==> src/rtl/ex_mem_reg_pkg.sv <==
// Shared constants and the per-edge action decode for the EX/MEM pipeline register.
package ex_mem_reg_pkg;

    localparam logic RST_ENABLE    = 1'b1;
    localparam logic WRITE_ENABLE  = 1'b1;
    localparam logic WRITE_DISABLE = 1'b0;
    localparam int   STALL_EX      = 3;
    localparam int   STALL_MEM     = 4;

    typedef enum logic [2:0] {
        OP_HOLD    = 3'd0,
        OP_ADVANCE = 3'd1,
        OP_BUBBLE  = 3'd2,
        OP_FLUSH   = 3'd3,
        OP_RESET   = 3'd4
    } slot_op_e;

    // stall_mem without stall_ex cannot legally occur; it falls through to advance.
    function automatic slot_op_e decode_op(input logic rst, input logic flush,
                                           input logic stall_ex, input logic stall_mem);
        if (rst == RST_ENABLE)
            return OP_RESET;
        else if (flush)
            return OP_FLUSH;
        else if (stall_ex && !stall_mem)
            return OP_BUBBLE;
        else if (!stall_ex)
            return OP_ADVANCE;
        else
            return OP_HOLD;
    endfunction

endpackage

==> src/rtl/ex_mem_reg_sat_counter.sv <==
// Saturating up-counter with synchronous clear; reusable for performance counters.
module sat_counter #(
    parameter int W = 16
) (
    input  logic         clk,
    input  logic         clr,
    input  logic         inc,
    output logic [W-1:0] count
);

    always_ff @(posedge clk) begin
        if (clr)
            count <= '0;
        else if (inc && (count != {W{1'b1}}))
            count <= count + 1'b1;
    end

endmodule

==> src/rtl/ex_mem_reg.sv <==
// EX/MEM pipeline register with stall/bubble/flush handling and MADD partial-state feedback.
module ex_mem_reg
    import ex_mem_reg_pkg::*;
#(
    parameter int DATA_W  = 32,
    parameter int RADDR_W = 5,
    parameter int STALL_W = 6,
    parameter int BCNT_W  = 16
) (
    input  logic                clk,
    input  logic                rst,
    input  logic [STALL_W-1:0]  stall,
    input  logic                flush,
    input  logic [RADDR_W-1:0]  ex_wd,
    input  logic                ex_wreg,
    input  logic [DATA_W-1:0]   ex_wdata,
    input  logic                ex_whilo,
    input  logic [DATA_W-1:0]   ex_hi,
    input  logic [DATA_W-1:0]   ex_lo,
    input  logic [2*DATA_W-1:0] hilo_temp_i,
    input  logic [1:0]          cnt_i,
    output logic [RADDR_W-1:0]  mem_wd,
    output logic                mem_wreg,
    output logic [DATA_W-1:0]   mem_wdata,
    output logic                mem_whilo,
    output logic [DATA_W-1:0]   mem_hi,
    output logic [DATA_W-1:0]   mem_lo,
    output logic                mem_valid,
    output logic [2*DATA_W-1:0] hilo_temp_o,
    output logic [1:0]          cnt_o,
    output logic [BCNT_W-1:0]   bubble_cnt
);

    slot_op_e op;

    always_comb begin
        op = decode_op(rst, flush, stall[STALL_EX], stall[STALL_MEM]);
    end

    always_ff @(posedge clk) begin
        case (op)
            OP_RESET, OP_FLUSH: begin
                mem_wd      <= '0;
                mem_wreg    <= WRITE_DISABLE;
                mem_wdata   <= '0;
                mem_whilo   <= WRITE_DISABLE;
                mem_hi      <= '0;
                mem_lo      <= '0;
                mem_valid   <= 1'b0;
                hilo_temp_o <= '0;
                cnt_o       <= '0;
            end
            // EX is self-stalling: emit a bubble but keep its multi-cycle state alive.
            OP_BUBBLE: begin
                mem_wd      <= '0;
                mem_wreg    <= WRITE_DISABLE;
                mem_wdata   <= '0;
                mem_whilo   <= WRITE_DISABLE;
                mem_hi      <= '0;
                mem_lo      <= '0;
                mem_valid   <= 1'b0;
                hilo_temp_o <= hilo_temp_i;
                cnt_o       <= cnt_i;
            end
            OP_ADVANCE: begin
                mem_wd      <= ex_wd;
                mem_wreg    <= ex_wreg;
                mem_wdata   <= ex_wdata;
                mem_whilo   <= ex_whilo;
                mem_hi      <= ex_hi;
                mem_lo      <= ex_lo;
                mem_valid   <= 1'b1;
                hilo_temp_o <= '0;
                cnt_o       <= '0;
            end
            default: begin
            end
        endcase
    end

    sat_counter #(
        .W(BCNT_W)
    ) u_bubble (
        .clk   (clk),
        .clr   (rst == RST_ENABLE),
        .inc   (op == OP_BUBBLE),
        .count (bubble_cnt)
    );

endmodule

==> config.mk <==
export PLATFORM = sky130hd
export DESIGN_NAME = ex_mem_reg
export DESIGN_NICKNAME = d
export VERILOG_FILES = /design/src/rtl/ex_mem_reg_pkg.sv /design/src/rtl/ex_mem_reg_sat_counter.sv /design/src/rtl/ex_mem_reg.sv
export SDC_FILE = /design/constraint.sdc
export NUM_CORES = 1
export LEC_CHECK = 0
export ABC_AREA = 1
export BUFFER_PORTS_ARGS = -buffer_cell sky130_fd_sc_hd__buf_2
export CORE_AREA = 2 2 151 153
export CTS_BUF_LIST = sky130_fd_sc_hd__clkbuf_8
export CTS_CLUSTER_DIAMETER = 80
export DETAILED_ROUTE_END_ITERATION = 12
export DIE_AREA = 0 0 153 155
export PLACE_DENSITY = 0.59
export SYNTH_ARGS = -nofsm -noshare
export SYNTH_HDL_FRONTEND = slang
export SYNTH_SLANG_ARGS = --single-unit
==> constraint.sdc <==
create_clock -name clk -period 6.9 [get_ports clk]
set_input_delay 0.345 -clock clk [delete_from_list [all_inputs] [get_ports clk]]
set_output_delay 0.345 -clock clk [all_outputs]
set_load 0.01 [all_outputs]
Word level (Yosys, flattened, before mapping)
Index checks and enable logic that the tools add are counted.
{"block": "op_classes", "muxes": 13, "n_eq_ne": 5, "n_reduce_logical": 7, "add_sub_neg": 1}
{"op": "32-bit one-hot mux with 2 select lines", "n": 3}
{"op": "64-bit one-hot mux with 2 select lines", "n": 1}
{"op": "16-bit by 1-bit adder with 16-bit output, second input constant", "n": 1}
{"op": "16-bit != test, second input constant", "n": 1}
{"op": "5-bit one-hot mux with 2 select lines", "n": 1}
{"op": "3-bit by 2-bit equality test with 1-bit output, second input constant", "n": 2}
{"op": "1-bit one-hot mux with 2 select lines", "n": 3}
{"op": "3-bit OR reduction", "n": 2}
{"op": "2-bit two-way mux", "n": 2}
{"op": "2-bit one-hot mux with 2 select lines", "n": 1}
{"op": "2-bit nonzero test", "n": 2}
{"op": "3-bit by 1-bit equality test with 1-bit output, second input constant", "n": 1}
{"op": "3-bit equality test, second input constant", "n": 1}
{"op": "3-bit two-way mux", "n": 1}
{"op": "1-bit logical AND", "n": 2}
{"op": "1-bit zero test", "n": 1}
{"op": "1-bit two-way mux", "n": 1}
{"block": "word_totals", "regBits": 186, "inputBits": 178, "output_inout_bits": 186}

Depth between registers and ports, before layout
Gate-level depths: netlist (run 1).
{"block": "depth", "ltp_word": 8, "mapped_depth": 9}

Cells and area by module
From an unflattened synthesis (run 1), not the netlist that was laid out.
{"block": "unflattened", "hier_cells": 683, "hier_area_um2": 7489.7}
{"module": "ex_mem_reg", "n_inst": 1, "area_each_um2": 6560.0, "cells_per_inst": 534, "seq_area_each_um2": 5104.9}
{"module": "sat_counter", "n_inst": 1, "area_each_um2": 929.6, "cells_per_inst": 149, "seq_area_each_um2": 320.3}

Least setup slack after synthesis (run 1)
No wires, ideal clock.
{"block": "synth_timing", "path_type": "in2reg", "from": "input rst", "to": "register mem_hi[0], enable pin", "path_buffers": 0, "required_ps": 5675, "path_slack_ps": 2831, "arrival_ps": 2843, "setup_time_ps": 1225, "cell_stages": 2, "cell_sequence": "nor2_4 -> nand3_1"}
{"block": "synth_via", "elab_chain_len": 4, "elab_cells_between_ends": 7, "cone_classes": "eq/ne: 4; mux: 1; reduce/logical: 2"}
{"item": "start: declaration", "line_no": "ex_mem_reg.sv:11", "text": "input logic rst,"}
{"item": "3-bit two-way mux *", "line_no": "ex_mem_reg_pkg.sv:21", "text": "if (rst == RST_ENABLE)"}
{"item": "3-bit equality test / 3-bit by 2-bit equality test with 1-bit output (equally long branches)", "line_no": "ex_mem_reg.sv:41", "text": "case (op)"}
{"item": "3-bit OR reduction (no line)"}
{"item": "2-bit nonzero test (no line) *"}
{"item": "end signal: assignment", "line_no": "ex_mem_reg.sv:70", "text": "mem_hi <= ex_hi;"}
{"item": "end: declaration", "line_no": "ex_mem_reg.sv:26", "text": "output logic [DATA_W-1:0] mem_hi,"}
Mark *: on every way between the ends. The rest lies on a longest branch, timed or not.
A chain may end at the register's enable or synchronous reset.

Final worst setup path (run 1)
{"block": "layout_timing", "from": "input rst", "to": "register mem_lo[17], enable pin"}
{"block": "layout_via", "elab_chain_len": 4, "elab_cells_between_ends": 7, "cone_classes": "eq/ne: 4; mux: 1; reduce/logical: 2"}
{"item": "3-bit two-way mux *", "line_no": "ex_mem_reg_pkg.sv:21"}
{"item": "3-bit equality test / 3-bit by 2-bit equality test with 1-bit output (equally long branches)", "line_no": "ex_mem_reg.sv:41"}
{"item": "3-bit OR reduction (no line)"}
{"item": "2-bit nonzero test (no line) *"}
{"item": "end signal: assignment", "line_no": "ex_mem_reg.sv:71", "text": "mem_lo <= ex_lo;"}
{"item": "end: declaration", "line_no": "ex_mem_reg.sv:27", "text": "output logic [DATA_W-1:0] mem_lo,"}
Marks and branches as above.

==> impl_metrics.csv, run 1 <==
group,metric,value,unit
logic_synthesis,yosysTopAreaCellShare,67.4,%
hold_path,hold-path-endpoint,"u_bubble.count[3]",
finish,drive_gt1_share,40.1,%
worst_setup_path,r2r_slack,5.42,ns
logic_synthesis,synth-seq-area-share,71.7,%
logic_synthesis,synth_edf_count,170,
sta,worst_pin_slew,0.865,ns
placement,portBuffers,359,
clock_network,clk_latency,0.46,ns
logic_synthesis,syn_inst,687,
route,wl,18.4,mm
run,cap_violations,0,
logic_synthesis,synth_top_family_by_area,"simple AND/OR/NAND/NOR gates",
worst_setup_path,path_cells,"buf_2 -> nor2_4 -> nand3_4 -> buf_4",
pwr,power_switching,564,µW
pwr,swShare,25.8,%
clock_network,postCtsSetupRepairBufs,0,
pwr,p_per_area,218,nW/µm²
worst_setup_path,reg2reg_depth,8,
floorplanning,die_area,23700,µm²
sta,skew,0.0160,ns
pwr,p_int,1.62,mW
logic_synthesis,synth.net_count,866,
placement,dpl.hpwl,13.4,mm
logic_synthesis,synth_area_leaders,"edfxtp_1 (67%), nor2_1 (9.5%), inv_1 (9.1%)",
pwr,ir_drop,0.115,mV
sta,fin_hold_ws,0.135,ns
logic_synthesis,synthMuxAreaShare,0,%
worst_setup_path,worstReg2RegEnd,"u_bubble.count[8]",
worst_setup_path,arrival,1.84,ns
floorplanning,fp.dieW,153,µm
global_routing,overflow,0,
clock_network,htree_levels,4,
logic_synthesis,synth_xor_area_share,0.463,%
clock_network,cts_tree,"yes",
finish,area_growth,32.3,%
hold_path,hold_class,"in2reg",
worst_setup_path,critPathLaunchType,"primary input",
logic_synthesis,syn_avg_cell_area,11.0,µm²
logic_synthesis,ys_warn_count,0,
logic_synthesis,synthAdderAreaFrac,0.165,%
sta,slew_violations,0,
worst_setup_path,slowest_stage,"buf_4",
sta,hold_viol,0,
pwr,leakagePower,5.55,nW
floorplanning,start_util,34.1,%
floorplanning,ioPinCount,364,
worst_setup_path,crit_fanout,63,
route,first_pass_iters,7,
worst_setup_path,crit_type,"in2reg",
logic_synthesis,synthFlopType,"edfxtp_1",
pwr,power_frac_seq,58.9,%
route,drc,0,
sta,layout_setup_ws,5.17,ns
logic_synthesis,yosys-top-cells-count,"nor2_1 (192), inv_1 (184), edfxtp_1 (170)",
sta,min_period,1.73,ns
hold_path,hold_start,"rst",
floorplanning,coreArea,22200,µm²
worst_setup_path,crit_path_end_kind,"register",
finish,design_area,10000,µm²
clock_network,cts_inserted_buffers,17,
global_routing,grt_pass1_wl,27.7,mm
clock_network,cts-root-buf,"clkbuf_8",
finish,nets,1229,
placement,gp_congestion,0.779,
sta,period_share,25.0,%
placement,dp_slack,4.67,ns
placement,place_area,9640,µm²
pwr,pwr-share-comb,9.0,%
route,post_drt_via_cell_ratio,4.11,
pwr,power_frac_clock,32.2,%
hold_path,whs_path_depth,2,
sta,rsz0062_at_grt,"no",
sta,slew_headroom,42.3,%
clock_network,postCtsHoldBufs,0,
floorplanning,num_rows,55,
global_routing,grtUsageTotal,15.0,%
route,vias,5548,
global_routing,antenna_found_initial,4,
worst_setup_path,r2r_start,"u_bubble.count[1]",
global_routing,first_global_vias,5207,
worst_setup_path,worstPathRequired,7.01,ns
worst_setup_path,max_stage_delay,0.58,ns
logic_synthesis,syn_area,7570,µm²
route,ant_nets,0,
status,outcome,"finished clean",
sta,timing.fmax,579,MHz
floorplanning,die_y,155,µm
logic_synthesis,async_flop_share,0,%
logic_synthesis,synth-compound-area-share,0.892,%
logic_synthesis,yosys.cell_count.top_type,"nor2_1",
logic_synthesis,ys_ff_latch,186,
logic_synthesis,yosys.area.top_type,"edfxtp_1",
clock_network,cts_resized,0,
route,post_drt_wl_per_cell,13.6,µm
route,drt_iter0_drc,322,
sta,setup_viol,0,
clock_network,clkSinkCount,186,
logic_synthesis,synth_simple_gate_area_share,15.7,%
clock_network,cts_buffer_depth,2,
pwr,totalPowerFinal,2.19,mW
logic_synthesis,yosysUniqueCellTypes,27,
global_routing,grt_max_degree,81,
clock_network,cts.clk_slew.worst_paths,0.10,ns
sta,fin_tns_setup,0,ns
[cell families (layout without fill, tap and decap cells)]
| kind of cell | after synthesis | after routing |
|---|---|---|
| AND/OR/NAND/NOR | 276 | 276 |
| buffers and inverters | 207 | 582 |
| flip-flops | 186 | 186 |
| AO/OA/AOI/OAI | 13 | 13 |
| XOR/XNOR | 4 | 4 |
| adder cells (fa/ha/maj) | 1 | 1 |
| other | 0 | 3 |
[state kept, by name, indices dropped and copies added (netlist names)]
name and count:
mem_wdata 32, mem_valid 1, u_bubble.count 16, mem_wd 5
mem_wreg 1, cnt_o 2, mem_lo 32, mem_hi 32
mem_whilo 1, hilo_temp_o 64
[critical path, delay by kind of cell]
family | cells | cell delay [ns]
AND/OR/NAND/NOR | 2 | 0.69
buffers and inverters | 2 | 0.72
[power by group through the flow]
stage	sequential [mW]	combinational, mW	clock (mW)
3_3_place_gp	1.31	0.199	0
2_1_floorplan	1.35	0.0543	0
5_1_grt	1.29	0.217	0.767
4_1_cts	1.29	0.200	0.725
3_5_place_dp	1.31	0.199	0
6_report	1.29	0.196	0.703
[routing by layer]
| metal | vias to the layer above | global-route usage, % | wire (µm) |
|---|---|---|---|
| met5 | - | 0 | 16 |
| met4 | 2 | 7.05 | 497 |
| met3 | 34 | 3.82 | 1320 |
| met2 | 213 | 25.8 | 9160 |
| met1 | 2491 | 17.7 | 7430 |
| li1 | 2808 | - | - |
[layout make-up]
cell class	count	area, µm²
diodes	3	7.51
clock buffers	17	234
clock inverters	14	136
fillers	2173	12200
inverters	188	707
multi-input cells	294	1320
flip-flops and latches	186	5430
well taps	285	357
repair buffers	363	1830
[placed cells by master, fill, tap and decap left out, types with 2 or more instances in the layout]
| cell | synthesis | final |
|---|---|---|
| inv_6 | 0 | 4 |
| inv_1 | 184 | 185 |
| clkbuf_8 | 0 | 17 |
| nand2_1 | 42 | 41 |
| edfxtp_1 | 170 | 170 |
| a31oi_1 | 2 | 2 |
| nor2_2 | 13 | 13 |
| buf_2 | 5 | 359 |
| nand2_2 | 2 | 3 |
| nor2_1 | 192 | 192 |
| nand3_2 | 1 | 2 |
| clkinv_4 | 0 | 4 |
| diode_2 | 0 | 3 |
| xor2_1 | 3 | 3 |
| nor2_4 | 6 | 6 |
| nand4_1 | 3 | 3 |
| inv_2 | 4 | 3 |
| dfxtp_1 | 16 | 16 |
| o21ai_0 | 4 | 4 |
| inv_8 | 0 | 2 |
| nand2_4 | 2 | 2 |
| nand3_1 | 10 | 8 |
| nand3_4 | 1 | 2 |
| buf_4 | 0 | 4 |
| a21oi_1 | 7 | 7 |
| clkinv_8 | 0 | 2 |
[metrics by stage]
| step | utilization (%) | cells |
|---|---|---|
| floorplan | - | 687 |
| global placement | 43.4 | 1316 |
| detailed placement | 43.4 | 1316 |
| CTS | 45.0 | 1347 |
| global route | 45.1 | 1350 |
| finish | 45.1 | 1350 |
[worst max path at each step]
stage                       to  cells after the start  startpoint  slack (ns)
floorplan            mem_hi[0]                      2         rst        2.83
global route        mem_hi[17]                      4         rst        5.06
detailed placement  mem_lo[19]                      4         rst        4.67
global placement    mem_hi[24]                      4         rst        4.68
finish              mem_lo[17]                      4         rst        5.17
CTS                 mem_lo[29]                      4         rst        5.18
Note: power is estimated with default switching activity, not from simulation.
==> run 2, diff against run 1 <==
Clock period 6.9 ns to 1.6 ns, I/O delays scaled along.
==> run 2 against run 1 <==
Net effect:
- wire length is 13% higher
- largest power group unchanged
- critical path type unchanged
- worst hold slack better by 0.071 ns
- combinational power grew to 6.3 times the previous value
- total power grew to 4.5 times the previous value
- sequential share of layout area is 8.6 points lower
- core utilization is 8.6 points higher
- critical endpoint is now mem_hi[21]
==> impl_metrics.csv, run 2 (synthesis results as in run 1) <==
group,metric,value,unit
status,outcome,"finished clean",
global_routing,grt_pass1_wl,32.7,mm
global_routing,met1_usage,20.1,%
pwr,p_int,7.31,mW
global_routing,first_global_vias,6418,
clock_network,cts_inserted_buffers,17,
clock_network,clk_latency,0.44,ns
floorplanning,num_rows,55,
global_routing,antenna_found_initial,1,
sta,fin_hold_ws,0.207,ns
worst_setup_path,worstPathRequired,1.69,ns
finish,area_growth,57.4,%
floorplanning,start_util,34.1,%
sta,min_period,1.51,ns
sta,setup_viol,0,
floorplanning,fp.dieW,153,µm
worst_setup_path,crit_path_end_kind,"register",
sta,timing.fmax,661,MHz
floorplanning,die_y,155,µm
route,drc,0,
route,first_pass_iters,4,
finish,design_area,11900,µm²
floorplanning,die_area,23700,µm²
placement,dpl.hpwl,13.6,mm
sta,period_share,94.6,%
global_routing,use_met3,4.12,%
route,vias,6297,
global_routing,overflow,0,
finish,final_common_cell,"buf_2",
floorplanning,coreArea,22200,µm²
finish,largest_register_ffs,64,
clock_network,clkSinkCount,186,
placement,placed_cells,1327,
clock_network,cts.clk_slew.worst_paths,0.10,ns
pwr,leakagePower,6.36,nW
worst_setup_path,max_stage_delay,0.54,ns
finish,regMostFlops,"hilo_temp_o",
placement,place_area,9830,µm²
sta,hold_viol,0,
worst_setup_path,path_cells,"dlygate4sd3_1 -> buf_2 -> buf_4 -> nor2_4 -> nand3_4 -> buf_12",
global_routing,grt_max_degree,105,
route,post_drt_wl_per_cell,13.6,µm
finish,final_cell_mix,"buf_2 (359), nor2_1 (192), inv_1 (184)",
worst_setup_path,arrival,1.61,ns
clock_network,cts-root-buf,"clkbuf_8",
finish,nets,1412,
clock_network,cts_buffer_depth,2,
placement,portBuffers,359,
sta,rsz0062_at_grt,"no",
finish,fillers,1965,
worst_setup_path,crit_fanout,104,
floorplanning,ioPinCount,364,
sta,slew_violations,0,
sta,slew_headroom,57.2,%
route,ant_nets,0,
route,post_drt_via_cell_ratio,4.11,
worst_setup_path,crit_type,"in2reg",
clock_network,cts_tree,"yes",
pwr,ir_drop,0.475,mV
pwr,power_switching,2.51,mW
finish,drive_gt1_share,35.3,%
global_routing,use_met2,31.2,%
pwr,power_frac_clock,30.8,%
worst_setup_path,critPathLaunchType,"primary input",
global_routing,grtUsageTotal,17.3,%
sta,worst_pin_slew,0.643,ns
pwr,power_frac_seq,56.6,%
sta,skew,0.00282,ns
pwr,pwr-share-comb,12.6,%
finish,instances_no_fill,1531,
global_routing,grt.busiest_layer,"met2",
hold_path,hold_class,"in2reg",
pwr,p_per_area,823,nW/µm²
run,cap_violations,0,
route,wl,20.8,mm
route,drt_iter0_drc,277,
clock_network,htree_levels,4,
placement,gp_congestion,0.770,
pwr,swShare,25.6,%
worst_setup_path,slowest_stage,"dlygate4sd3_1",
==> run 2: cell count changes in the layout (fill, tap and decap cells not counted), moves of 2 or more <==
cell,delta
clkinv_8,-2
buf_4,+3
buf_12,+8
inv_8,+3
dlygate4sd3_1,+172
diode_2,-2
==> run 2: power by group through the flow <==
stage | Combinational (mW) | Clock (mW) | Sequential [mW]
after detailed placement | 0.894 | 0 | 5.67
after CTS | 1.23 | 3.12 | 5.56
final | 1.23 | 3.02 | 5.56
after global routing | 1.34 | 3.28 | 5.58
after global placement | 0.890 | 0 | 5.66
after floorplan | 0.237 | 0 | 5.80
==> run 2: repair_timing <==
action / CTS / global route
gates resized for setup: 0 / 2
buffers inserted: 0 / 0
hold buffers: 172 / 0
hold endpoints to repair: 172 / 0
setup endpoints to repair: 0 / 5
==> run 2: cell type report <==
cell class                      count  area [µm²]  share of cell area, %
Antenna cell                        1        2.50                 0.0210
Clock inverter                     14         129                   1.08
Timing Repair Buffer              546        3730                   31.3
Tap cell                          285         357                   2.99
Clock buffer                       17         234                   1.96
Sequential cell                   186        5430                   45.5
Multi-Input combinational cell    294        1330                   11.2
Inverter                          188         707                   5.93
==> run 2: stage by stage <==
step                power (mW)  utilization (%)  worst slack [ns]  setup TNS, ns
finish                    9.81             53.6            0.0870              0
global route              10.2             53.6           0.00775              0
CTS                       9.91             53.6             0.132              0
global placement          6.55             44.2             0.158              0
detailed placement        6.56             44.2             0.149              0
floorplan                 6.04                -           -0.0566          -5.89
==> run 2: layer usage <==
| layer | part of all wire [%] | routed length, µm | up-vias |
|---|---|---|---|
| met3 | 5.2 | 1070 | 38 |
| met5 | 0 | 0 | - |
| li1 | - | - | 3175 |
| met1 | 41 | 8450 | 2861 |
| met4 | 2.4 | 503 | 0 |
| met2 | 52 | 10800 | 223 |
==> run 2: final timing paths <==
path | endpoint | slack [ns] | from | cells after the start
max | mem_hi[21] | 0.09 | rst | 6
min | u_bubble.count[3] | 0.21 | flush | 6
max reg2reg | u_bubble.count[8] | 0.15 | u_bubble.count[1] | 8
min reg2reg | u_bubble.count[0] | 0.53 | u_bubble.count[0] | 2
==> run 2: worst max-delay path: cells and delay by family <==
family                 cells  cell delay (ns)
buffers and inverters      4             1.05
AND/OR/NAND/NOR            2             0.31
==> run 3, diff against run 2 <==
Settings changed: PLACE_DENSITY 0.59 to default.
==> run 3 against run 2 <==
Net effect:
- maximum frequency up 7.9%
- clock skew rose by 0.010 ns
- cell count shrank 0.72%
- critical path type is now reg2reg
- critical endpoint is now u_bubble.count[3]
==> impl_metrics.csv, run 3 (synthesis results as in run 1) <==
group,metric,value,unit
worst_setup_path,worstPathRequired,1.99,ns
global_routing,grtUsageTotal,17.3,%
worst_setup_path,startpoint,"u_bubble.count[0]",
status,outcome,"finished clean",
sta,worst_pin_slew,0.604,ns
floorplanning,ioPinCount,364,
finish,final_cell_mix,"buf_2 (359), nor2_1 (192), inv_1 (185)",
route,first_pass_iters,4,
finish,final_common_cell,"buf_2",
placement,dpl.hpwl,13.4,mm
clock_network,cts_buffer_depth,2,
sta,slew_violations,0,
global_routing,first_global_vias,6429,
hold_path,whs_path_depth,2,
route,ant_nets,0,
finish,nets,1401,
run,cap_violations,0,
worst_setup_path,crit_type,"reg2reg",
pwr,totalPowerFinal,9.92,mW
global_routing,overflow,0,
finish,seqCellArea,5430,µm²
clock_network,clkSinkCount,186,
worst_setup_path,crit_path_end_kind,"register",
hold_path,hold_class,"in2reg",
global_routing,grt_max_degree,105,
finish,area_growth,56.0,%
route,vias,6275,
finish,multi_input_area,1340,µm²
clock_network,cts_inserted_buffers,17,
sta,slew_headroom,59.7,%
finish,largest_register_ffs,64,
global_routing,antenna_found_initial,0,
hold_path,hold-path-endpoint,"mem_valid",
sta,timing.fmax,713,MHz
floorplanning,die_y,155,µm
global_routing,grt_pass1_wl,32.6,mm
worst_setup_path,r2r_slack,0.20,ns
floorplanning,num_rows,55,
route,drc,0,
finish,design_area,11800,µm²
clock_network,clk_latency,0.45,ns
hold_path,hold_start,"stall[3]",
placement,place_area,9700,µm²
route,drt_iter0_drc,372,
sta,layout_setup_ws,0.198,ns
worst_setup_path,worstReg2RegEnd,"u_bubble.count[3]",
floorplanning,die_area,23700,µm²
route,post_drt_via_cell_ratio,4.13,
floorplanning,coreArea,22200,µm²
route,post_drt_wl_per_cell,13.7,µm
finish,drive_gt1_share,34.9,%
finish,fin_util,53.1,%
worst_setup_path,crit_fanout,6,
worst_setup_path,arrival,1.79,ns
sta,fin_tns_setup,0,ns
floorplanning,start_util,34.1,%
pwr,leakagePower,6.31,nW
sta,min_period,1.40,ns
pwr,p_per_area,840,nW/µm²
clock_network,cts.clk_slew.worst_paths,0.11,ns
finish,fillers,1953,
placement,gp_congestion,0.804,
worst_setup_path,r2r_start,"u_bubble.count[0]",
finish,regMostFlops,"hilo_temp_o",
sta,rsz0062_at_grt,"no",
finish,num_antenna_cells,0,
sta,skew,0.0131,ns
worst_setup_path,critPathLaunchType,"register",
floorplanning,fp.dieW,153,µm
pwr,ir_drop,0.505,mV
sta,setup_viol,0,
sta,period_share,87.6,%
clock_network,cts_tree,"yes",
worst_setup_path,reg2reg_depth,8,
placement,dp_slack,0.150,ns
clock_network,cts-root-buf,"clkbuf_8",
clock_network,htree_levels,4,
clock_network,postCtsSetupRepairBufs,0,
placement,portBuffers,359,
route,wl,20.9,mm
sta,hold_viol,0,
-- run 3: cell types whose count changed in the layout (fill, tap and decap cells not counted), sizes merged --
cell,delta
clkinvlp,-2
inv,+3
dlygate4sd3,-1
buf,-10
diode,-1
-- run 3: critical path, cell delays in order, from the launching register on --
cell and delay (ns):
dfxtp_2 0.35, ha_2 0.20, nand2_1 0.06, nor2_1 0.05, nand2_1 0.16, nor2_1 0.08
nor2_2 0.21, nand2_1 0.08, a21oi_1 0.14
-- run 3: final cells by class --
cell class                      instances  share of cell area, %
Clock buffer                           17                   1.98
Clock inverter                         15                   1.30
Inverter                              188                   5.98
Multi-Input combinational cell        294                   11.3
Sequential cell                       186                   45.9
Tap cell                              285                   3.02
Timing Repair Buffer                  535                   30.4
-- run 3: what timing repair did --
item / 4_1_cts / 5_1_grt
endpoints found under the hold margin: 172 / 0
setup endpoints to repair: 0 / 8
gates resized for setup: 0 / 4
hold buffers: 171 / 0
-- run 3: metrics by stage --
stage	std cells	hold slack (ns)
final	1520	0.0711
after global routing	1520	0.0483
after CTS	1520	0.0297
after detailed placement	1317	0.360
after global placement	1317	0.353
after floorplan	687	0.149
-- run 3: where the power goes --
| group | internal (mW) | switching (mW) | total [mW] |
|---|---|---|---|
| logic | 0.644 | 0.565 | 1.21 |
| registers | 5.50 | 0.0597 | 5.56 |
| clock network | 1.18 | 1.96 | 3.15 |
| total | 7.33 | 2.59 | 9.92 |
-- run 3: how the worst max path moves through the flow --
| stage | to |
|---|---|
| floorplan | mem_hi[0] |
| global placement | u_bubble.count[8] |
| detailed placement | u_bubble.count[3] |
| CTS | u_bubble.count[3] |
| global route | u_bubble.count[8] |
| finish | u_bubble.count[3] |
-- run 3: per-layer routing --
layer  global-route usage (%)  up-vias  share of wire (%)
met3                     4.26       37                5.4
met2                     31.2      215                 52
met4                     6.97        0                2.5
li1                         -     3150                  -
met1                     19.9     2873                 40
met5                        0        -                  0
